### src/rtl/core_hazard_pkg.sv
// Shared encodings and helpers for the core hazard/stall logic.
package core_hazard_pkg;

  typedef enum logic [1:0] {
    S_RUN   = 2'd0,
    S_DWAIT = 2'd1,
    S_IWAIT = 2'd2
  } hz_state_e;

  localparam logic [4:0] REG_ZERO = 5'd0;

  localparam int LU_DEPTH_EX  = 2;
  localparam int LU_DEPTH_MEM = 1;
  localparam int LU_W         = 2;

  function automatic logic src_hit(
    input logic       use_src,
    input logic [4:0] src,
    input logic [4:0] dst
  );
    return use_src && (src != REG_ZERO) && (src == dst);
  endfunction

endpackage

### src/rtl/hazard_watchdog.sv
// Cache-wait watchdog and saturating stall-cycle counter.
module hazard_watchdog #(
  parameter int TIMEOUT = 1024,
  parameter int CNT_W   = 32
) (
  input  logic             clk_i,
  input  logic             rst_i,
  input  logic             waiting_i,
  input  logic             hold_pc_i,
  output logic [CNT_W-1:0] stall_cycles_o,
  output logic             timeout_o
);

  localparam int WC_W = $clog2(TIMEOUT) + 1;
  localparam logic [WC_W-1:0] WC_LAST = WC_W'(TIMEOUT - 1);

  logic [WC_W-1:0]  wait_q, wait_d;
  logic [CNT_W-1:0] stall_q, stall_d;
  logic             tmo_q, tmo_d;
  logic             expire;

  always_comb begin
    expire  = waiting_i && (wait_q == WC_LAST);
    wait_d  = '0;
    if (waiting_i) begin
      wait_d = expire ? wait_q : wait_q + 1'b1;
    end
    tmo_d   = tmo_q | expire;
    stall_d = stall_q;
    if (hold_pc_i && (stall_q != '1)) begin
      stall_d = stall_q + 1'b1;
    end
  end

  always_ff @(posedge clk_i) begin
    if (rst_i) begin
      wait_q  <= '0;
      stall_q <= '0;
      tmo_q   <= 1'b0;
    end else begin
      wait_q  <= wait_d;
      stall_q <= stall_d;
      tmo_q   <= tmo_d;
    end
  end

  assign stall_cycles_o = stall_q;
  assign timeout_o      = tmo_q | expire;

endmodule

### src/rtl/hazard_stall_unit.sv
// Load-use stall, cache-wait freeze and redirect flush control
// for the 5-stage core pipeline registers.
module hazard_stall_unit
  import core_hazard_pkg::*;
#(
  parameter int TIMEOUT = 1024,
  parameter int CNT_W   = 32
) (
  input  logic             i_clk,
  input  logic             i_rst,
  input  logic [4:0]       i_rs1_ID,
  input  logic [4:0]       i_rs2_ID,
  input  logic             i_use_rs1_ID,
  input  logic             i_use_rs2_ID,
  input  logic [4:0]       i_write_reg_EX,
  input  logic             i_regwrite_EX,
  input  logic             i_memtoreg_EX,
  input  logic [4:0]       i_write_reg_MEM,
  input  logic             i_regwrite_MEM,
  input  logic             i_memtoreg_MEM,
  input  logic             i_redirect_EX,
  input  logic             i_imem_req,
  input  logic             i_imem_ready,
  input  logic             i_dmem_req_MEM,
  input  logic             i_dmem_ready,
  output logic             o_hold_PC,
  output logic             o_hold_IFID,
  output logic             o_flush_IFID,
  output logic             o_hold_IDEX,
  output logic             o_flush_IDEX,
  output logic             o_hold_EXMEM,
  output logic             o_hold_MEMWB,
  output logic [CNT_W-1:0] o_stall_cycles,
  output logic             o_timeout
);

  hz_state_e       state_q, state_d;
  logic [LU_W-1:0] lu_q, lu_d;
  logic            pend_q, pend_d;

  logic in_dw, in_iw;
  logic hit_ex, hit_mem, lu_act;
  logic dstall, istall, redir;
  logic hold_pc, hold_ifid, flush_ifid;
  logic hold_idex, flush_idex;
  logic hold_exmem, hold_memwb;
  logic hold_pc_g, waiting;

  always_comb begin
    in_dw   = (state_q == S_DWAIT);
    in_iw   = (state_q == S_IWAIT);
    hit_ex  = i_regwrite_EX && i_memtoreg_EX &&
              (src_hit(i_use_rs1_ID, i_rs1_ID, i_write_reg_EX) ||
               src_hit(i_use_rs2_ID, i_rs2_ID, i_write_reg_EX));
    hit_mem = i_regwrite_MEM && i_memtoreg_MEM &&
              (src_hit(i_use_rs1_ID, i_rs1_ID, i_write_reg_MEM) ||
               src_hit(i_use_rs2_ID, i_rs2_ID, i_write_reg_MEM));
    lu_act  = hit_ex || hit_mem || (lu_q != '0);
    dstall  = !i_dmem_ready && (i_dmem_req_MEM || in_dw);
    istall  = !i_imem_ready && (i_imem_req || in_iw);
    // Outside a D-stall, being in S_DWAIT means this is the release cycle.
    redir   = i_redirect_EX || (in_dw && pend_q);

    state_d    = state_q;
    lu_d       = lu_q;
    pend_d     = pend_q;
    hold_pc    = 1'b0;
    hold_ifid  = 1'b0;
    flush_ifid = 1'b0;
    hold_idex  = 1'b0;
    flush_idex = 1'b0;
    hold_exmem = 1'b0;
    hold_memwb = 1'b0;

    if (dstall) begin
      state_d    = S_DWAIT;
      pend_d     = pend_q || i_redirect_EX;
      hold_pc    = 1'b1;
      hold_ifid  = 1'b1;
      hold_idex  = 1'b1;
      hold_exmem = 1'b1;
      hold_memwb = 1'b1;
    end else begin
      state_d = istall ? S_IWAIT : S_RUN;
      pend_d  = pend_q && istall;
      if (redir) begin
        flush_ifid = 1'b1;
        flush_idex = 1'b1;
        lu_d       = '0;
        // A fetch still in flight belongs to the old path.
        pend_d     = istall;
      end else if (lu_act) begin
        hold_pc    = 1'b1;
        hold_ifid  = 1'b1;
        flush_idex = 1'b1;
        if (lu_q != '0) begin
          lu_d = lu_q - 1'b1;
        end else if (hit_ex) begin
          lu_d = LU_W'(LU_DEPTH_EX - 1);
        end else begin
          lu_d = LU_W'(LU_DEPTH_MEM - 1);
        end
      end else if (istall) begin
        hold_pc    = 1'b1;
        flush_ifid = 1'b1;
      end else if (in_iw && pend_q) begin
        flush_ifid = 1'b1;
      end
    end
  end

  always_ff @(posedge i_clk) begin
    if (i_rst) begin
      state_q <= S_RUN;
      lu_q    <= '0;
      pend_q  <= 1'b0;
    end else begin
      state_q <= state_d;
      lu_q    <= lu_d;
      pend_q  <= pend_d;
    end
  end

  assign hold_pc_g    = hold_pc && !i_rst;
  assign waiting      = (state_q != S_RUN) && !i_rst;
  assign o_hold_PC    = hold_pc_g;
  assign o_hold_IFID  = hold_ifid && !flush_ifid && !i_rst;
  assign o_flush_IFID = flush_ifid && !i_rst;
  assign o_hold_IDEX  = hold_idex && !flush_idex && !i_rst;
  assign o_flush_IDEX = flush_idex && !i_rst;
  assign o_hold_EXMEM = hold_exmem && !i_rst;
  assign o_hold_MEMWB = hold_memwb && !i_rst;

  hazard_watchdog #(
    .TIMEOUT (TIMEOUT),
    .CNT_W   (CNT_W)
  ) u_wdog (
    .clk_i          (i_clk),
    .rst_i          (i_rst),
    .waiting_i      (waiting),
    .hold_pc_i      (hold_pc_g),
    .stall_cycles_o (o_stall_cycles),
    .timeout_o      (o_timeout)
  );

endmodule
### config.mk
export PLATFORM = sky130hd
export DESIGN_NAME = hazard_stall_unit
export DESIGN_NICKNAME = d
export VERILOG_FILES = /design/src/rtl/core_hazard_pkg.sv /design/src/rtl/hazard_watchdog.sv /design/src/rtl/hazard_stall_unit.sv
export SDC_FILE = /design/constraint.sdc
export NUM_CORES = 1
export LEC_CHECK = 0
export ABC_AREA = 1
export CAP_MARGIN = 20
export CORE_MARGIN = 2
export CORE_UTILIZATION = 55
export DETAILED_ROUTE_END_ITERATION = 10
export GPL_ROUTABILITY_DRIVEN = 0
export PLACE_DENSITY = 0.95
export SYNTH_ARGS = -nofsm -noshare
export SYNTH_HDL_FRONTEND = slang
export SYNTH_SLANG_ARGS = --single-unit
### constraint.sdc
create_clock -name i_clk -period 2.9 [get_ports i_clk]
set_clock_uncertainty 0.15 [all_clocks]
set_input_delay 0.29 -clock i_clk [delete_from_list [all_inputs] [get_ports i_clk]]
set_output_delay 0.29 -clock i_clk [all_outputs]
set_load 0.01 [all_outputs]
Word-level counts from Yosys, hierarchy flattened
Cells that the tools add are included.
{"block": "totals", "reg_bits": 49, "latchBits": 0, "mem_bits_rw": 0, "rom_bits": 0, "in_bits": 33, "output_inout_bits": 40, "memories": 0}
{"block": "op_classes", "addsub": 3, "mul": 0, "div": 0, "n_lt_le_gt_ge": 0, "n_eq_ne": 8, "shifts": 0, "muxes": 23, "bitwise": 3, "n_reduce_logical": 47}
{"operator": "adder 32 x 1 -> 32 bit, second input constant", "n": 1}
{"operator": "!= test 32 bit, second input constant", "n": 1}
{"operator": "logical AND 1 bit", "n": 26}
{"operator": "equality test 5 bit", "n": 4}
{"operator": "2-to-1 mux 1 bit", "n": 19}
{"operator": "adder 11 x 1 -> 11 bit, second input constant", "n": 1}
{"operator": "equality test 11 x 10 -> 1 bit, second input constant", "n": 1}
{"operator": "nonzero test 5 bit", "n": 2}
{"operator": "logical OR 1 bit", "n": 8}
{"operator": "2-to-1 mux 2 bit", "n": 4}
{"operator": "nonzero test 2 bit", "n": 3}
{"operator": "logical NOT 1 bit", "n": 5}
{"operator": "OR reduction 2 bit", "n": 2}
{"operator": "equality test 2 x 1 -> 1 bit, second input constant", "n": 1}
{"operator": "equality test 2 bit, second input constant", "n": 1}
{"operator": "NOT 1 bit", "n": 2}
{"operator": "AND reduction 2 bit", "n": 1}
{"operator": "subtractor 2 x 1 -> 2 bit, second input constant", "n": 1}
{"operator": "OR 1 bit", "n": 1}

Logic depth before layout (Yosys ltp)
{"block": "logic_depth", "ltp_word": 13, "depth_mapped": 16, "mapped_depth_nobuf": 15}

Modules after synthesis
A second synthesis with hierarchy kept.
{"block": "hier_totals", "cells_unflattened": 519, "hier_area_um2": 3161.8}
{"mod": "hazard_watchdog", "instances": 1, "cells_per_inst": 400, "area_per_inst_um2": 2499.9, "seq_area_each_um2": 880.8}
{"mod": "hazard_stall_unit", "instances": 1, "cells_per_inst": 119, "area_per_inst_um2": 661.9, "seq_area_each_um2": 100.1}

Least setup slack after synthesis
OpenSTA, ideal clock, no wires.
{"block": "synth_timing", "path_kind": "reg2reg", "startpoint": "register u_wdog.stall_q[0], in the netlist u_wdog.stall_cycles_o[0]", "endpoint": "register u_wdog.stall_q[9], in the netlist u_wdog.stall_cycles_o[9]", "setup_ns": 0.115, "arrival_time_ns": 1.833, "t_required_ns": 2.635, "setup_slack_ns": 0.802, "stages_incl_launch_ff": 14, "n_path_buf": 1, "synth_period_minus_slack_ns": 2.098, "path_cell_list": "dfxtp_1 > ha_1 > nand2_2 > nor3_4 > nand2_2 > nor2_2 > nand3_2 > nor2_4 > nand2_4 > buf_6 > nand4_2 > inv_2 > a21oi_1 > nor2_1"}
{"block": "synth_between", "elab_chain_len": 2, "word_cells_on_any_way": 3, "classes_between": "add/sub (1); eq/ne (1); reduce/logical (1)"}
{"item": "start, declared", "line_no": "hazard_watchdog.sv:18", "text": "logic [CNT_W-1:0] stall_q, stall_d;"}
{"item": "start signal, assigned", "line_no": "hazard_watchdog.sv:42", "text": "stall_q <= stall_d;"}
{"item": "branches (longest 2 deep; another with adder 32 x 1 -> 32 bit)"}
Parallel ways; which one is timed is not known.
A chain may end at the register's enable or synchronous reset.

Worst setup path after layout
{"block": "layout_timing", "startpoint": "input port i_write_reg_EX[1]", "endpoint": "output port o_hold_PC"}
{"block": "layout_between", "elab_chain_len": 10, "word_cells_on_any_way": 12, "classes_between": "eq/ne (2); mux (3); reduce/logical (7)"}
{"item": "start, declared", "line_no": "hazard_stall_unit.sv:15", "text": "input logic [4:0] i_write_reg_EX,"}
{"item": "equality test 5 bit", "line_no": "core_hazard_pkg.sv:21", "text": "return use_src && (src != REG_ZERO) && (src == dst);"}
{"item": "logical AND 1 bit", "line_no": "core_hazard_pkg.sv:21"}
{"item": "logical OR 1 bit *", "line_no": "hazard_stall_unit.sv:53", "text": "(src_hit(i_use_rs1_ID, i_rs1_ID, i_write_reg_EX) ||"}
{"item": "logical AND 1 bit *", "line_no": "hazard_stall_unit.sv:52", "text": "hit_ex = i_regwrite_EX && i_memtoreg_EX &&"}
{"item": "logical OR 1 bit * (2 in series)", "line_no": "hazard_stall_unit.sv:58", "text": "lu_act = hit_ex || hit_mem || (lu_q != '0);"}
{"item": "2-to-1 mux 1 bit *", "line_no": "hazard_stall_unit.sv:92", "text": "end else if (lu_act) begin"}
{"item": "2-to-1 mux 1 bit *", "line_no": "hazard_stall_unit.sv:86", "text": "if (redir) begin"}
{"item": "2-to-1 mux 1 bit *", "line_no": "hazard_stall_unit.sv:75", "text": "if (dstall) begin"}
{"item": "logical AND 1 bit *", "line_no": "hazard_stall_unit.sv:124", "text": "assign hold_pc_g = hold_pc && !i_rst;"}
{"item": "end, declared", "line_no": "hazard_stall_unit.sv:26", "text": "output logic o_hold_PC,"}
Mark *: on every way between the ends. The rest lies on a longest branch, timed or not.

==> impl_metrics.toml <==
[run_status]
outcome = "completed"

[finish]
fillers = 500
final_cell_count_no_fill = 638
layout-drive-gt1-share_pct = 7.10
register_cell_area_after_layout_um2 = 982
multi_input_area_um2 = 1950
antennaDiodeCount = 0
area_delta_synth_final_pct = 26.2
layout.nets = 597

[critical_path]
critPathSlowestCell = "clkdlybuf4s50_1"
path_common_cell = "nand2_1"
worst_ep_arrival_time_ns = 2.38
critical_path.max_fanout = 3
setup.worst_path.class = "in -> out"
reg2reg_from = "u_wdog.stall_cycles_o[0]$_SDFFE_PP0P_"
r2r_cells = 12
critPathCaptureType = "primary output"
cp.required_ns = 2.46
timing.critical_path.from_type = "primary input"
crit_path_cell_trace = "clkdlybuf4s50_1 -> xnor2_1 -> nand2_1 -> nor2_1 -> nand3_1 -> nand2_1 -> nand2_1 -> nand3_1 -> nand2_1 -> nand3_2 -> clkdlybuf4s50_1"
crit-reg2reg-capture = "u_wdog.stall_cycles_o[0]$_SDFFE_PP0P_"
slack_of_the_worst_reg_to_reg_path_ns = 0.38
timing.critical_path.slowest_cell_delay_ns = 0.55

[sta]
final_slew_viol_count = 0
finalSetupViolations = 0
worst_slew_margin_rel_pct = 68.3
period_share_pct = 97.2
timing_worst_slew_pin_value_ns = 0.472
period_minus_slack_ns = 2.82
max_freq_mhz = 355
final-hold-violation-count = 0

[global_route]
grt_util_all_layers_pct = 27.2
overflow = 0
antenna_found_initial = 0
grt_pass1_vias = 3437
grt_start_max_net_pins = 38
wire_length_of_the_first_global_routing_pass_um = 14300

[route]
drt-wirelength-per-cell_um = 13.1
detail_route.drc_violations = 0
drtPass1Iterations = 6
drt_iter0_drc = 257
wl_met2_um = 4250
postRouteAntennaNets = 0
met1_length_um = 3410
route.vias.total = 3446
routed_via_density = 5.40
wl_met3_um = 486
topRoutingLayerUsed = "met4"
detail_route.wirelength_um = 8340

[synth]
synth_warnings = 0
portion_of_the_post_synthesis_area_used_by_sequential_elements_pct = 30.1
ys_ff_latch = 49
ys.flop_type = "dfxtp_1"
synth.top_cells.by_area = "dfxtp_1, nand2_1, xor2_1"
syn_nets = 529
synth_async_reset_ratio_pct = 0
syn_avg_cell_area_um2 = 6.61
synthesis.area_um2 = 3260
netlist_instances = 494
yosys.cell_count.top_type = "nand2_1"
synth_top_area_share_pct = 30.1
netlist.top_cell.by_area = "dfxtp_1"
synth_edf_count = 0
synth_common_cells = "nand2_1, nor2_1, inv_1"
yosysUniqueCellTypes = 33

[min_path]
number_of_cells_on_the_worst_hold_path = 2
hold_path_class = "reg -> reg"
timing.hold.worst_endpoint = "u_wdog.tmo_q$_SDFF_PP0_"
holdCritStartpoint = "u_wdog.tmo_q$_SDFF_PP0_"

[floorplanning]
die_h_um = 81.0
ios = 73
std_cell_rows = 28
die-area_um2 = 6570
die-width_um = 81.0
initial_utilization_pct = 56.1
core_box_area_um2 = 5820

[power_and_ir_drop]
internal-power_w = 0.000962
relative_contribution_of_sequential_cells_to_total_power_pct = 52.3
p_leak_nw = 1.60
total_power_w = 0.00134
clockPowerShare_pct = 31.7
vdd_drop_max_uv = 296
comb_power_share_pct = 16.0
sw_frac_of_total_pct = 28.2
power_density_relative_to_cell_area_nw_per_um2 = 326
switching_power_w = 0.000379

[clocking]
post_cts_buffers = 0
clk_transition_reported_paths_ns = 0.10
cts_made_buffers = 5
cts_buffer_depth = 2
worst_skew_pair.late_latency_ns = 0.32
cts-htree-levels = 2
root_buffer = "clkbuf_8"
clock_sink_count = 49
clock_tree_from_tritoncts = "done"

[placement]
portBuffers = 72
post-place-cells = 630
hpwlAfterDp_um = 6560

[run]
timing.max_cap.violations = 0
## stage by stage
step	instance area, um2	TNS (ns)	setup slack, ns	utilization, %	hold WS [ns]
6_report	4120	0	0.0825	70.8	0.319
3_3_place_gp	4010	0	0.260	69.0	0.294
3_5_place_dp	4010	0	0.110	69.0	0.297
2_1_floorplan	3260	0	0.802	-	0.285
4_1_cts	4100	0	0.0865	70.5	0.313
5_1_grt	4120	-0.00563	-0.00563	70.8	0.346
## how the worst max path moves through the flow
stage	start	endpoint	depth (start not counted)
4_1_cts	u_wdog.wait_q[0]$_SDFFE_PP0N_	o_timeout	8
3_5_place_dp	i_rs2_ID[0]	o_hold_PC	11
6_report	i_write_reg_EX[1]	o_hold_PC	11
5_1_grt	i_write_reg_EX[0]	o_flush_IDEX	11
3_3_place_gp	i_rs1_ID[2]	o_flush_IFID	13
2_1_floorplan	u_wdog.stall_cycles_o[0]$_SDFFE_PP0P_	u_wdog.stall_cycles_o[9]$_SDFFE_PP0P_	13
## cell families after synthesis
family / Yosys count / share of synthesized area [%]
fa+ha+maj: 2 / 0.767
simple gates: 273 / 39.0
xor+xnor: 44 / 11.8
flops: 49 / 30.1
compound gates: 51 / 7.94
buf+inv: 75 / 10.4
## metal layers
| metal | vias to the layer above | GRT usage, % |
|---|---|---|
| met5 | - | 0 |
| met4 | 0 | 11.4 |
| met3 | 21 | 5.67 |
| met2 | 148 | 49.3 |
| met1 | 1574 | 30.9 |
| li1 | 1703 | - |
## cell type report
type | instances | share of cell area [%]
Multi-Input combinational cell | 370 | 47.4
Inverter | 59 | 5.38
Timing Repair Buffer | 77 | 18.8
Clock buffer | 5 | 1.67
Tap cell | 75 | 2.28
Sequential cell | 49 | 23.8
Clock inverter | 3 | 0.547
## what timing repair did
item,CTS,global route
resized for setup,0,7
hold buffers,0,0
setup endpoints to repair,0,4
## power groups by stage
stage	Sequential, W	Combinational, W	Clock [W]
3_5_place_dp	0.000716	0.000211	0
3_3_place_gp	0.000715	0.000203	0
2_1_floorplan	0.000714	0.000120	0
5_1_grt	0.000705	0.000237	0.000454
6_report	0.000702	0.000214	0.000425
4_1_cts	0.000700	0.000212	0.000423
## registers in the layout (all words and copies together), names as in the netlist
signal                 cells
pend_q                     1
state_q                    2
u_wdog.wait_q             11
u_wdog.stall_cycles_o     32
lu_q                       2
u_wdog.tmo_q               1
## critical path: cells and delay by family
family	cells	cell delay, ns
buffers and inverters	2	1.08
XOR/XNOR	1	0.14
AND/OR/NAND/NOR	8	0.85
## cell usage in the layout (no fill, tap or decap), types with 5 or more instances in the layout
cell type / n
inv_1: 55
o21ai_0: 8
nand2_1: 116
nor2_1: 64
nor4_1: 5
clkbuf_8: 5
nand3_1: 38
dfxtp_1: 48
nand4_1: 9
xor2_1: 29
clkdlybuf4s50_1: 70
nor3_1: 16
a21oi_1: 40
xnor2_1: 15
No activity file was read; power rests on OpenSTA's default activity.
